### src/rtl/mm_ctrl_pkg.sv
// Shared types and sizing helpers for the matrix-multiply job sequencer.
// Pure declarations, no logic; sized for the default 8x8 / 4-lane configuration.
package mm_ctrl_pkg;

    typedef enum logic [2:0] {
        ST_IDLE    = 3'd0,
        ST_LOAD    = 3'd1,
        ST_COMPUTE = 3'd2,
        ST_DRAIN   = 3'd3,
        ST_ERR     = 3'd4
    } state_t;

    typedef enum logic [1:0] {
        ERR_NONE      = 2'd0,
        ERR_TIMEOUT   = 2'd1,
        ERR_OVERRUN   = 2'd2,
        ERR_DRAIN_LEN = 2'd3
    } err_code_t;

    localparam int DEF_M       = 8;
    localparam int DEF_N1      = 4;
    localparam int DEF_TIMEOUT = 4096;
    localparam int RES_TOTAL   = DEF_M * DEF_M;
    localparam int RES_W       = $clog2(RES_TOTAL) + 1;
    localparam int JOBS_W      = 8;

    function automatic int cnt_width(input int total);
        return $clog2(total) + 1;
    endfunction

    function automatic int popcount(input logic [63:0] v);
        int n;
        n = 0;
        for (int i = 0; i < 64; i++) begin
            n += int'(v[i]);
        end
        return n;
    endfunction

endpackage

### src/rtl/mm_phase_timer.sv
// Per-phase watchdog: counts enabled cycles since the last clear, flags the TIMEOUT-th.
// Latency: expire is combinational from the count, asserted in the TIMEOUT-th enabled cycle.
// Backpressure: none; clear has priority over enable.
module mm_phase_timer #(
    parameter int TIMEOUT = 4096
) (
    input  logic clk,
    input  logic rst,
    input  logic clr,
    input  logic en,
    output logic expire
);
    localparam int TW = $clog2(TIMEOUT + 1);

    logic [TW-1:0] cnt;

    always_ff @(posedge clk or posedge rst) begin
        if (rst) begin
            cnt <= '0;
        end else if (clr) begin
            cnt <= '0;
        end else if (en && !expire) begin
            cnt <= cnt + TW'(1);
        end
    end

    assign expire = en && (cnt == TW'(TIMEOUT - 1));

endmodule

### src/rtl/mm_job_ctrl.sv
// Job sequencer: runs K load/compute/drain jobs per command with beat counting and a watchdog.
// Latency: all outputs registered; start pulses land on the first cycle of each new phase.
// Backpressure: commands only accepted in IDLE (s_cmd_ready); stream taps are observed, never stalled.
module mm_job_ctrl
    import mm_ctrl_pkg::*;
#(
    parameter int M       = DEF_M,
    parameter int N1      = DEF_N1,
    parameter int TIMEOUT = DEF_TIMEOUT
) (
    input  logic          clk,
    input  logic          rst,
    input  logic          s_cmd_valid,
    output logic          s_cmd_ready,
    input  logic [7:0]    s_cmd_jobs,
    output logic          load_start,
    input  logic          load_done,
    output logic          compute_start,
    input  logic [N1-1:0] valid_D,
    output logic          drain_start,
    input  logic          mon_tvalid,
    input  logic          mon_tready,
    input  logic          mon_tlast,
    input  logic          err_clr,
    output logic          busy,
    output logic          done,
    output logic          err,
    output logic [1:0]    err_code,
    output logic [7:0]    jobs_left
);
    localparam int RES_N = M * M;
    localparam int CNT_W = cnt_width(RES_N);
    // Sum is wide enough for a near-full count plus every lane firing at once.
    localparam int SUM_W = cnt_width(RES_N + N1);

    state_t           state_q, state_d;
    err_code_t        err_nxt, err_code_q, err_code_d;
    logic [CNT_W-1:0] res_cnt, beat_cnt, beat_nxt;
    logic [SUM_W-1:0] res_sum;
    logic             cmd_acc, beat_hs, job_end, expire, phase_clr, phase_en;
    logic             s_cmd_ready_d, busy_d, done_d, err_d;
    logic             load_start_d, compute_start_d, drain_start_d;
    logic [7:0]       jobs_left_d;

    assign res_sum   = SUM_W'(res_cnt) + SUM_W'(popcount(64'(valid_D)));
    assign beat_hs   = (state_q == ST_DRAIN) && mon_tvalid && mon_tready;
    assign beat_nxt  = beat_cnt + CNT_W'(1);
    assign phase_clr = (state_d != state_q);
    assign phase_en  = (state_q == ST_LOAD) || (state_q == ST_COMPUTE) || (state_q == ST_DRAIN);

    mm_phase_timer #(.TIMEOUT(TIMEOUT)) u_timer (
        .clk    (clk),
        .rst    (rst),
        .clr    (phase_clr),
        .en     (phase_en),
        .expire (expire)
    );

    always_ff @(posedge clk or posedge rst) begin
        if (rst) begin
            state_q <= ST_IDLE;
        end else begin
            state_q <= state_d;
        end
    end

    // Completion and data-integrity checks take priority over the watchdog.
    always_comb begin
        state_d = state_q;
        err_nxt = ERR_NONE;
        cmd_acc = 1'b0;
        job_end = 1'b0;
        case (state_q)
            ST_IDLE: begin
                if (s_cmd_valid && s_cmd_ready) begin
                    cmd_acc = 1'b1;
                    if (s_cmd_jobs != 8'd0) state_d = ST_LOAD;
                end
            end
            ST_LOAD: begin
                if (load_done) begin
                    state_d = ST_COMPUTE;
                end else if (expire) begin
                    state_d = ST_ERR;
                    err_nxt = ERR_TIMEOUT;
                end
            end
            ST_COMPUTE: begin
                if (res_sum == SUM_W'(RES_N)) begin
                    state_d = ST_DRAIN;
                end else if (res_sum > SUM_W'(RES_N)) begin
                    state_d = ST_ERR;
                    err_nxt = ERR_OVERRUN;
                end else if (expire) begin
                    state_d = ST_ERR;
                    err_nxt = ERR_TIMEOUT;
                end
            end
            ST_DRAIN: begin
                if (beat_hs && mon_tlast && (beat_nxt == CNT_W'(RES_N))) begin
                    job_end = 1'b1;
                    state_d = (jobs_left > 8'd1) ? ST_LOAD : ST_IDLE;
                end else if (beat_hs && (mon_tlast || (beat_nxt == CNT_W'(RES_N)))) begin
                    state_d = ST_ERR;
                    err_nxt = ERR_DRAIN_LEN;
                end else if (expire) begin
                    state_d = ST_ERR;
                    err_nxt = ERR_TIMEOUT;
                end
            end
            ST_ERR: begin
                if (err_clr) state_d = ST_IDLE;
            end
            default: state_d = ST_IDLE;
        endcase
    end

    always_comb begin
        s_cmd_ready_d   = (state_d == ST_IDLE);
        busy_d          = (state_d == ST_LOAD) || (state_d == ST_COMPUTE) || (state_d == ST_DRAIN);
        load_start_d    = (state_d == ST_LOAD) && (state_q != ST_LOAD);
        compute_start_d = (state_d == ST_COMPUTE) && (state_q != ST_COMPUTE);
        drain_start_d   = (state_d == ST_DRAIN) && (state_q != ST_DRAIN);
        err_d           = (state_d == ST_ERR);
        done_d          = (cmd_acc && (s_cmd_jobs == 8'd0)) || (job_end && (state_d == ST_IDLE));
        err_code_d      = err_code_q;
        jobs_left_d     = jobs_left;
        if ((state_d == ST_ERR) && (state_q != ST_ERR)) begin
            err_code_d = err_nxt;
        end else if ((state_q == ST_ERR) && (state_d == ST_IDLE)) begin
            err_code_d = ERR_NONE;
        end
        if (cmd_acc) begin
            jobs_left_d = s_cmd_jobs;
        end else if (job_end) begin
            jobs_left_d = jobs_left - 8'd1;
        end else if ((state_q == ST_ERR) && (state_d == ST_IDLE)) begin
            jobs_left_d = 8'd0;
        end
    end

    always_ff @(posedge clk or posedge rst) begin
        if (rst) begin
            s_cmd_ready   <= 1'b1;
            busy          <= 1'b0;
            load_start    <= 1'b0;
            compute_start <= 1'b0;
            drain_start   <= 1'b0;
            done          <= 1'b0;
            err           <= 1'b0;
            err_code_q    <= ERR_NONE;
            jobs_left     <= 8'd0;
        end else begin
            s_cmd_ready   <= s_cmd_ready_d;
            busy          <= busy_d;
            load_start    <= load_start_d;
            compute_start <= compute_start_d;
            drain_start   <= drain_start_d;
            done          <= done_d;
            err           <= err_d;
            err_code_q    <= err_code_d;
            jobs_left     <= jobs_left_d;
        end
    end

    assign err_code = err_code_q;

    always_ff @(posedge clk or posedge rst) begin
        if (rst) begin
            res_cnt  <= '0;
            beat_cnt <= '0;
        end else if ((state_d == ST_LOAD) && (state_q != ST_LOAD)) begin
            res_cnt  <= '0;
            beat_cnt <= '0;
        end else begin
            if (state_q == ST_COMPUTE) res_cnt <= res_sum[CNT_W-1:0];
            if (beat_hs) beat_cnt <= beat_nxt;
        end
    end

endmodule

### config.mk
export PLATFORM = sky130hd
export DESIGN_NAME = mm_job_ctrl
export DESIGN_NICKNAME = d
export VERILOG_FILES = /design/src/rtl/mm_ctrl_pkg.sv /design/src/rtl/mm_phase_timer.sv /design/src/rtl/mm_job_ctrl.sv
export SDC_FILE = /design/constraint.sdc
export NUM_CORES = 1
export LEC_CHECK = 0
export ABC_AREA = 1
export CAP_MARGIN = 20
export CORE_MARGIN = 3
export CORE_UTILIZATION = 30
export CTS_BUF_LIST = sky130_fd_sc_hd__clkbuf_2
export CTS_CLUSTER_SIZE = 14
export DETAILED_ROUTE_END_ITERATION = 8
export PLACE_DENSITY = 0.55
export SLEW_MARGIN = 20
export SYNTH_ARGS = -nofsm -noshare
export SYNTH_HDL_FRONTEND = slang
export SYNTH_SLANG_ARGS = --single-unit
### constraint.sdc
create_clock -name clk -period 4.2 [get_ports clk]
set_clock_uncertainty 0.1 [all_clocks]
set_input_delay 0.84 -clock clk [delete_from_list [all_inputs] [get_ports clk]]
set_output_delay 0.84 -clock clk [all_outputs]
set_load 0.02 [all_outputs]
## Word level (Yosys, flattened, before mapping)

Cells that the tools add are included.

- Output and inout port bits: 17
- Input port bits: 20
- Logic and storage cells: 102
- Register bits after elaboration: 47

- Eq/ne operators: 16
- Add/sub/neg operators: 7
- Magnitude comparators: 2
- Multiplexer cells: 33
- Reduce and logical (&&, ||, !) cells: 31

Operators with widths:

| operator | number |
|---|---|
| 7-bit two-way mux | 4 |
| 3-bit two-way mux | 9 |
| 13-bit two-way mux | 2 |
| 8-bit two-way mux | 3 |
| 1-bit logical AND | 15 |
| 3-bit case mux with 5 select lines | 1 |
| 13-bit by 1-bit adder with 13-bit output, second input constant | 1 |
| 13-bit by 12-bit equality test with 1-bit output, second input constant | 1 |
| 3-bit by 2-bit equality test with 1-bit output, second input constant | 4 |
| 2-bit two-way mux | 6 |
| 7-bit by 4-bit adder with 8-bit output | 1 |
| 8-bit by 7-bit equality test with 1-bit output, second input constant | 1 |
| 8-bit by 1-bit > comparator with 1-bit output, second input constant | 1 |
| 8-bit by 7-bit > comparator with 1-bit output, second input constant | 1 |
| 8-bit zero test | 1 |
| 2-bit nonzero test | 4 |
| 8-bit nonzero test | 1 |
| 8-bit by 1-bit subtractor with 8-bit output, second input constant | 1 |
| 7-bit by 1-bit adder with 7-bit output, second input constant | 1 |
| 7-bit equality test, second input constant | 1 |
| 1-bit two-way mux | 7 |
| 3-bit by 1-bit equality test with 1-bit output, second input constant | 2 |
| 3-bit equality test, second input constant | 2 |
| 3-bit zero test | 2 |
| 11 further kinds | 17 |

## Depth between registers and ports, before layout

- Depth after elaboration: 13
- Mapped depth: 20
- Gate-level depth less buffers: 19

## Cells and area by module

A second synthesis with hierarchy kept.

- Cell total of the unflattened synthesis: 445
- Area total of the unflattened synthesis: 3190.6 sq um

Modules (own cells, without submodules):

| module | cells an instance | area an instance (sq um) | times used | sequential area each (sq um) |
|---|---|---|---|---|
| mm_job_ctrl | 310 | 2312.2 | 1 | 852.1 |
| mm_phase_timer | 135 | 878.3 | 1 | 325.3 |

## Worst setup path after synthesis

Ideal clock, no wire load.

- Kind: input port to flip-flop
- From: input valid_D[0]
- To: register u_timer.cnt[8]
- Setup time: 69 ps
- Data required time: 4031 ps
- Slack: 553 ps
- Cell stages on the path: 16
- Data arrival time: 3478 ps
- Path buffers: 1
- Cells stage by stage: fa_1 inv_1 fa_1 fa_1 xor2_1 nand2_1 nor3b_1 nand3_1 nand2_1 nand2_2 nand3_4 nor2_1 nor2_2 nand3_4 buf_6 nor2_2

- Cells in the longest elaborated chain, start to end: 10
- Elaborated cells between the ends (all ways): 12
- Classes of those cells: add/sub: 4; order compare: 1; eq/ne: 2; mux: 4; reduce/logical: 1

Ends and longest elaborated chain:

| element | RTL line | RTL |
|---|---|---|
| start: declaration | mm_job_ctrl.sv:19 | `input logic [N1-1:0] valid_D,` |
| 1-bit by 1-bit adder with 2-bit output (*) | mm_ctrl_pkg.sv:35 | `n += int'(v[i]);` |
| 2-bit by 1-bit adder with 3-bit output (*) | mm_ctrl_pkg.sv:35 |  |
| 3-bit by 1-bit adder with 4-bit output (*) | mm_ctrl_pkg.sv:35 |  |
| 7-bit by 4-bit adder with 8-bit output (*) | mm_job_ctrl.sv:45 | `assign res_sum = SUM_W'(res_cnt) + SUM_W'(popcount(64'(valid_D)));` |
| 8-bit by 7-bit > comparator with 1-bit output | mm_job_ctrl.sv:91 | `end else if (res_sum > SUM_W'(RES_N)) begin` |
| 3-bit two-way mux | mm_job_ctrl.sv:91 |  |
| 3-bit two-way mux (*) | mm_job_ctrl.sv:89 | `if (res_sum == SUM_W'(RES_N)) begin` |
| 3-bit case mux with 5 select lines (*) | mm_job_ctrl.sv:73 | `case (state_q)` |
| via state_d[1] | mm_job_ctrl.sv:36 | `state_t state_q, state_d;` |
| 3-bit != test (*) | mm_job_ctrl.sv:48 | `assign phase_clr = (state_d != state_q);` |
| 13-bit two-way mux or 2-bit nonzero test (tied branches) | -- |  |
| end signal: assignment | mm_phase_timer.sv:23 | `cnt <= cnt + TW'(1);` |
| end: declaration | mm_phase_timer.sv:15 | `logic [TW-1:0] cnt;` |

Mark *: on every way through the listed nets, which the timed path passes. The rest lies on a longest branch.
A chain may end at the register's enable or synchronous reset.

## Final worst setup path

- From: input valid_D[0]
- To: register err_code_q[0], in the netlist err_code[0]

- Cells in the longest elaborated chain, start to end: 11
- Elaborated cells between the ends (all ways): 18
- Classes of those cells: add/sub: 4; order compare: 1; eq/ne: 2; mux: 7; reduce/logical: 4

Ends and longest elaborated chain:

| element | RTL line | RTL |
|---|---|---|
| 1-bit by 1-bit adder with 2-bit output (*) | mm_ctrl_pkg.sv:35 |  |
| 2-bit by 1-bit adder with 3-bit output (*) | mm_ctrl_pkg.sv:35 |  |
| 3-bit by 1-bit adder with 4-bit output (*) | mm_ctrl_pkg.sv:35 |  |
| 7-bit by 4-bit adder with 8-bit output (*) | mm_job_ctrl.sv:45 |  |
| 8-bit by 7-bit > comparator with 1-bit output | mm_job_ctrl.sv:91 |  |
| 3-bit two-way mux | mm_job_ctrl.sv:91 |  |
| 3-bit two-way mux (*) | mm_job_ctrl.sv:89 |  |
| 3-bit case mux with 5 select lines (*) | mm_job_ctrl.sv:73 |  |
| via state_d[1] | mm_job_ctrl.sv:36 |  |
| 3-bit equality test or 3-bit zero test (tied branches) | mm_job_ctrl.sv:128, mm_job_ctrl.sv:130 |  |
| 1-bit logical AND (on tied branches) | mm_job_ctrl.sv:128, mm_job_ctrl.sv:130 |  |
| 2-bit two-way mux or 2-bit nonzero test (tied branches) | -- |  |
| end signal: assignment | mm_job_ctrl.sv:161 | `err_code_q <= err_code_d;` |
| end: declaration | mm_job_ctrl.sv:37 | `err_code_t err_nxt, err_code_q, err_code_d;` |

Marks and branches as above.

==> metrics.yaml <==
grt_overflow: 0
drive_gt1_frac: 0.144
layout_commonest_cell: "nand2_1"
r2r_slack_ns: 1.28
seq_area_um2: 1180
antenna_found_initial: 0
routabilityCongestion: 0.864
min_path_type: "reg2reg"
syn_area_um2: 3070
synth_top_family_by_area: "simple AND/OR/NAND/NOR gates"
grt_max_degree: 48
holdPathStages: 2
crit_type: "in2reg"
io_pins: 37
reg2reg_depth: 17
min_to: "err_code[0]$_DFFE_PP0P_"
post_cts_buffers: 0
io_buffers: 36
p_per_area_nw_per_um2: 516
arrival_ns: 4.13
dr.pass1.iters: 4
fin_crit_ns: 3.86
r2r_end: "err_code[0]$_DFFE_PP0P_"
syn_area_per_cell_um2: 7.79
muxShareOfSynthArea: 0.00326
r2r-start: "res_cnt[0]$_DFFE_PP0P_"
p_leak_nw: 1.76
status: "complete, no violations"
root_buffer: "clkbuf_2"
yosys_warnings: 0
die_x_um: 107
wl_per_cell_um: 11.8
grt_usage: 0.125
final_nets: 466
synth-xor-area-share: 0.0542
ys_ff_latch: 47
multi_input_area_um2: 1600
cts_resized: 0
syn_inst: 394
rows: 36
rsz0062_at_grt: "no"
synth-simple-area-share: 0.369
slew_viol_final: 0
grt_pass1_wl_mm: 11.7
fin_crit_sh: 0.919
routed_wirelength_mm: 6.76
drv_cap: 0
swShare: 0.454
insertion_delay_ns: 0.44
ctsHoldBuffers: 0
final_core_util: 0.372
yosysSeqAreaShare: 0.384
final_area_um2: 3670
critical_path.max_fanout: 10
slew_headroom: 0.436
antenna_cells: 0
syn_nets: 422
hold_viol_final: 0
vias: 2627
clk_pin_slew_worst_paths_ns: 0.27
ys_types: 31
route.detailed.drc: 0
p_sw_w: 0.000860
pwr-share-comb: 0.498
cts_buffer_depth: 2
place_area_um2: 3600
initial_utilization: 0.311
tritoncts: "yes"
hpwl_mm: 5.11
fmax_ghz: 0.259
via_per_inst: 4.59
endpoint_kind: "flop"
startpoint: "valid_D[0]"
htree_levels: 2
initialDrtViolationCount: 111
syn_to_final_growth_pct: 19.5
dieHeight_um: 107
layout_common_cells: "nand2_1 (83), inv_1 (64), dfrtp_1 (46)"
synth-compound-area-share: 0.0538
p_clk_frac: 0.139
synthAdderAreaFrac: 0.0400
ant_nets: 0
hold_start: "err_code[0]$_DFFE_PP0P_"
grt_pass1_vias: 2577
ir_worst_vdd_uv: 175
cts_made_buffers: 5
setup_viol: 0
coreArea_um2: 9860
clock_sinks: 47
worst_slew_pin_slew_ns: 0.846
pwr-share-seq: 0.363
power.internal_w: 0.00103
die_area_um2: 11500
nFillCells: 994
crit_path_start_kind: "primary input"
cp.required_ns: 4.47
==> kinds of logic after synthesis <==
| kind of cell | Yosys count |
|---|---|
| AO/OA/AOI/OAI | 30 |
| buffers and inverters | 74 |
| multiplexers | 1 |
| flip-flops | 47 |
| adder cells (fa/ha/maj) | 8 |
| AND/OR/NAND/NOR | 215 |
| XOR/XNOR | 19 |
==> stage by stage <==
step,cells,hold slack [ns],power [W],setup TNS (ns),setup WS [ns]
CTS,572,0.452,0.00192,0,0.337
detailed placement,564,0.400,0.00165,-4.31,-0.182
global placement,564,0.395,0.00163,-1.67,-0.0831
finish,572,0.447,0.00189,0,0.342
global route,572,0.485,0.00207,0,0.123
floorplan,394,0.378,0.00136,0,0.553
==> cell type report <==
cell class	count	area share
clock buffer	5	0.00682
clock inverter	3	0.0116
inverter	71	0.0730
multi-input combinational	273	0.436
sequential	47	0.321
tap	133	0.0454
timing repair buffer	40	0.106
==> metal layers <==
layer  vias up  share of wire  GRT usage  wire length [µm]
met3        13          0.047     0.0247               316
li1       1337              -          -                 -
met5         -              0          0                 0
met1      1220           0.48      0.166              3220
met4         0          0.018     0.0393               122
met2        57           0.46      0.203              3090
==> worst max-delay path, cell delays in order <==
cell             delay, ns
clkdlybuf4s50_1       0.43
fa_1                  0.54
inv_1                 0.05
fa_1                  0.40
fa_1                  0.46
nor2_2                0.19
nand3b_1              0.11
nand2_2               0.10
inv_2                 0.04
nand2_1               0.08
inv_1                 0.06
nand3_1               0.06
nand2_1               0.06
nand2_2               0.08
nand3_4               0.09
nor2_4                0.20
nand3_4               0.17
nand3_1               0.11
nand2_1               0.05
==> synth_stat cells <==
cell type,count,share of area
xnor2_1,5,0.014
buf_6,2,0.0073
inv_1,65,0.080
xor2_1,14,0.040
nor3_1,5,0.0082
nor4_1,1,0.0020
nor3b_1,1,0.0024
clkbuf_1,1,0.0012
nor2_4,5,0.018
nand2_1,83,0.10
o22ai_1,5,0.010
nor2_2,18,0.037
o211ai_1,1,0.0024
nand3b_1,4,0.0098
o21bai_2,1,0.0037
nand2_2,7,0.014
dfstp_2,1,0.0086
nand3_1,32,0.052
dfrtp_1,46,0.38
nand3_2,7,0.023
o21ai_1,2,0.0033
nor2_1,36,0.044
ha_1,5,0.020
nand3_4,4,0.023
nand4_4,2,0.014
inv_2,6,0.0073
o21ai_0,17,0.028
fa_1,3,0.020
nand4_1,10,0.020
a21oi_1,4,0.0065
mux2i_1,1,0.0033
==> power groups by stage <==
stage               Clock (W)  Combinational, W  Sequential [W]
floorplan                   0          0.000620        0.000744
global placement            0          0.000939        0.000696
detailed placement          0          0.000954        0.000697
CTS                  0.000279          0.000957        0.000688
global route         0.000295           0.00106        0.000708
finish               0.000263          0.000943        0.000688
==> registers in the layout, indices dropped and copies added (netlist names) <==
register	count
beat_cnt	7
state_q	3
u_timer.cnt	13
busy	1
jobs_left	8
done	1
res_cnt	7
compute_start	1
err	1
err_code	2
s_cmd_ready	1
drain_start	1
load_start	1
==> how the worst max path moves through the flow <==
stage                                  end  slack (ns)  depth (start not counted)
5_1_grt           jobs_left[3]$_DFFE_PP0P_        0.12                         19
3_5_place_dp       err_code[0]$_DFFE_PP0P_       -0.18                         19
2_1_floorplan   u_timer.cnt[8]$_DFFE_PP0P_        0.55                         16
4_1_cts        u_timer.cnt[11]$_DFFE_PP0P_        0.34                         16
6_report           err_code[0]$_DFFE_PP0P_        0.34                         19
3_3_place_gp   u_timer.cnt[10]$_DFFE_PP0P_       -0.08                         16
Power figures use the tool's default switching activity.
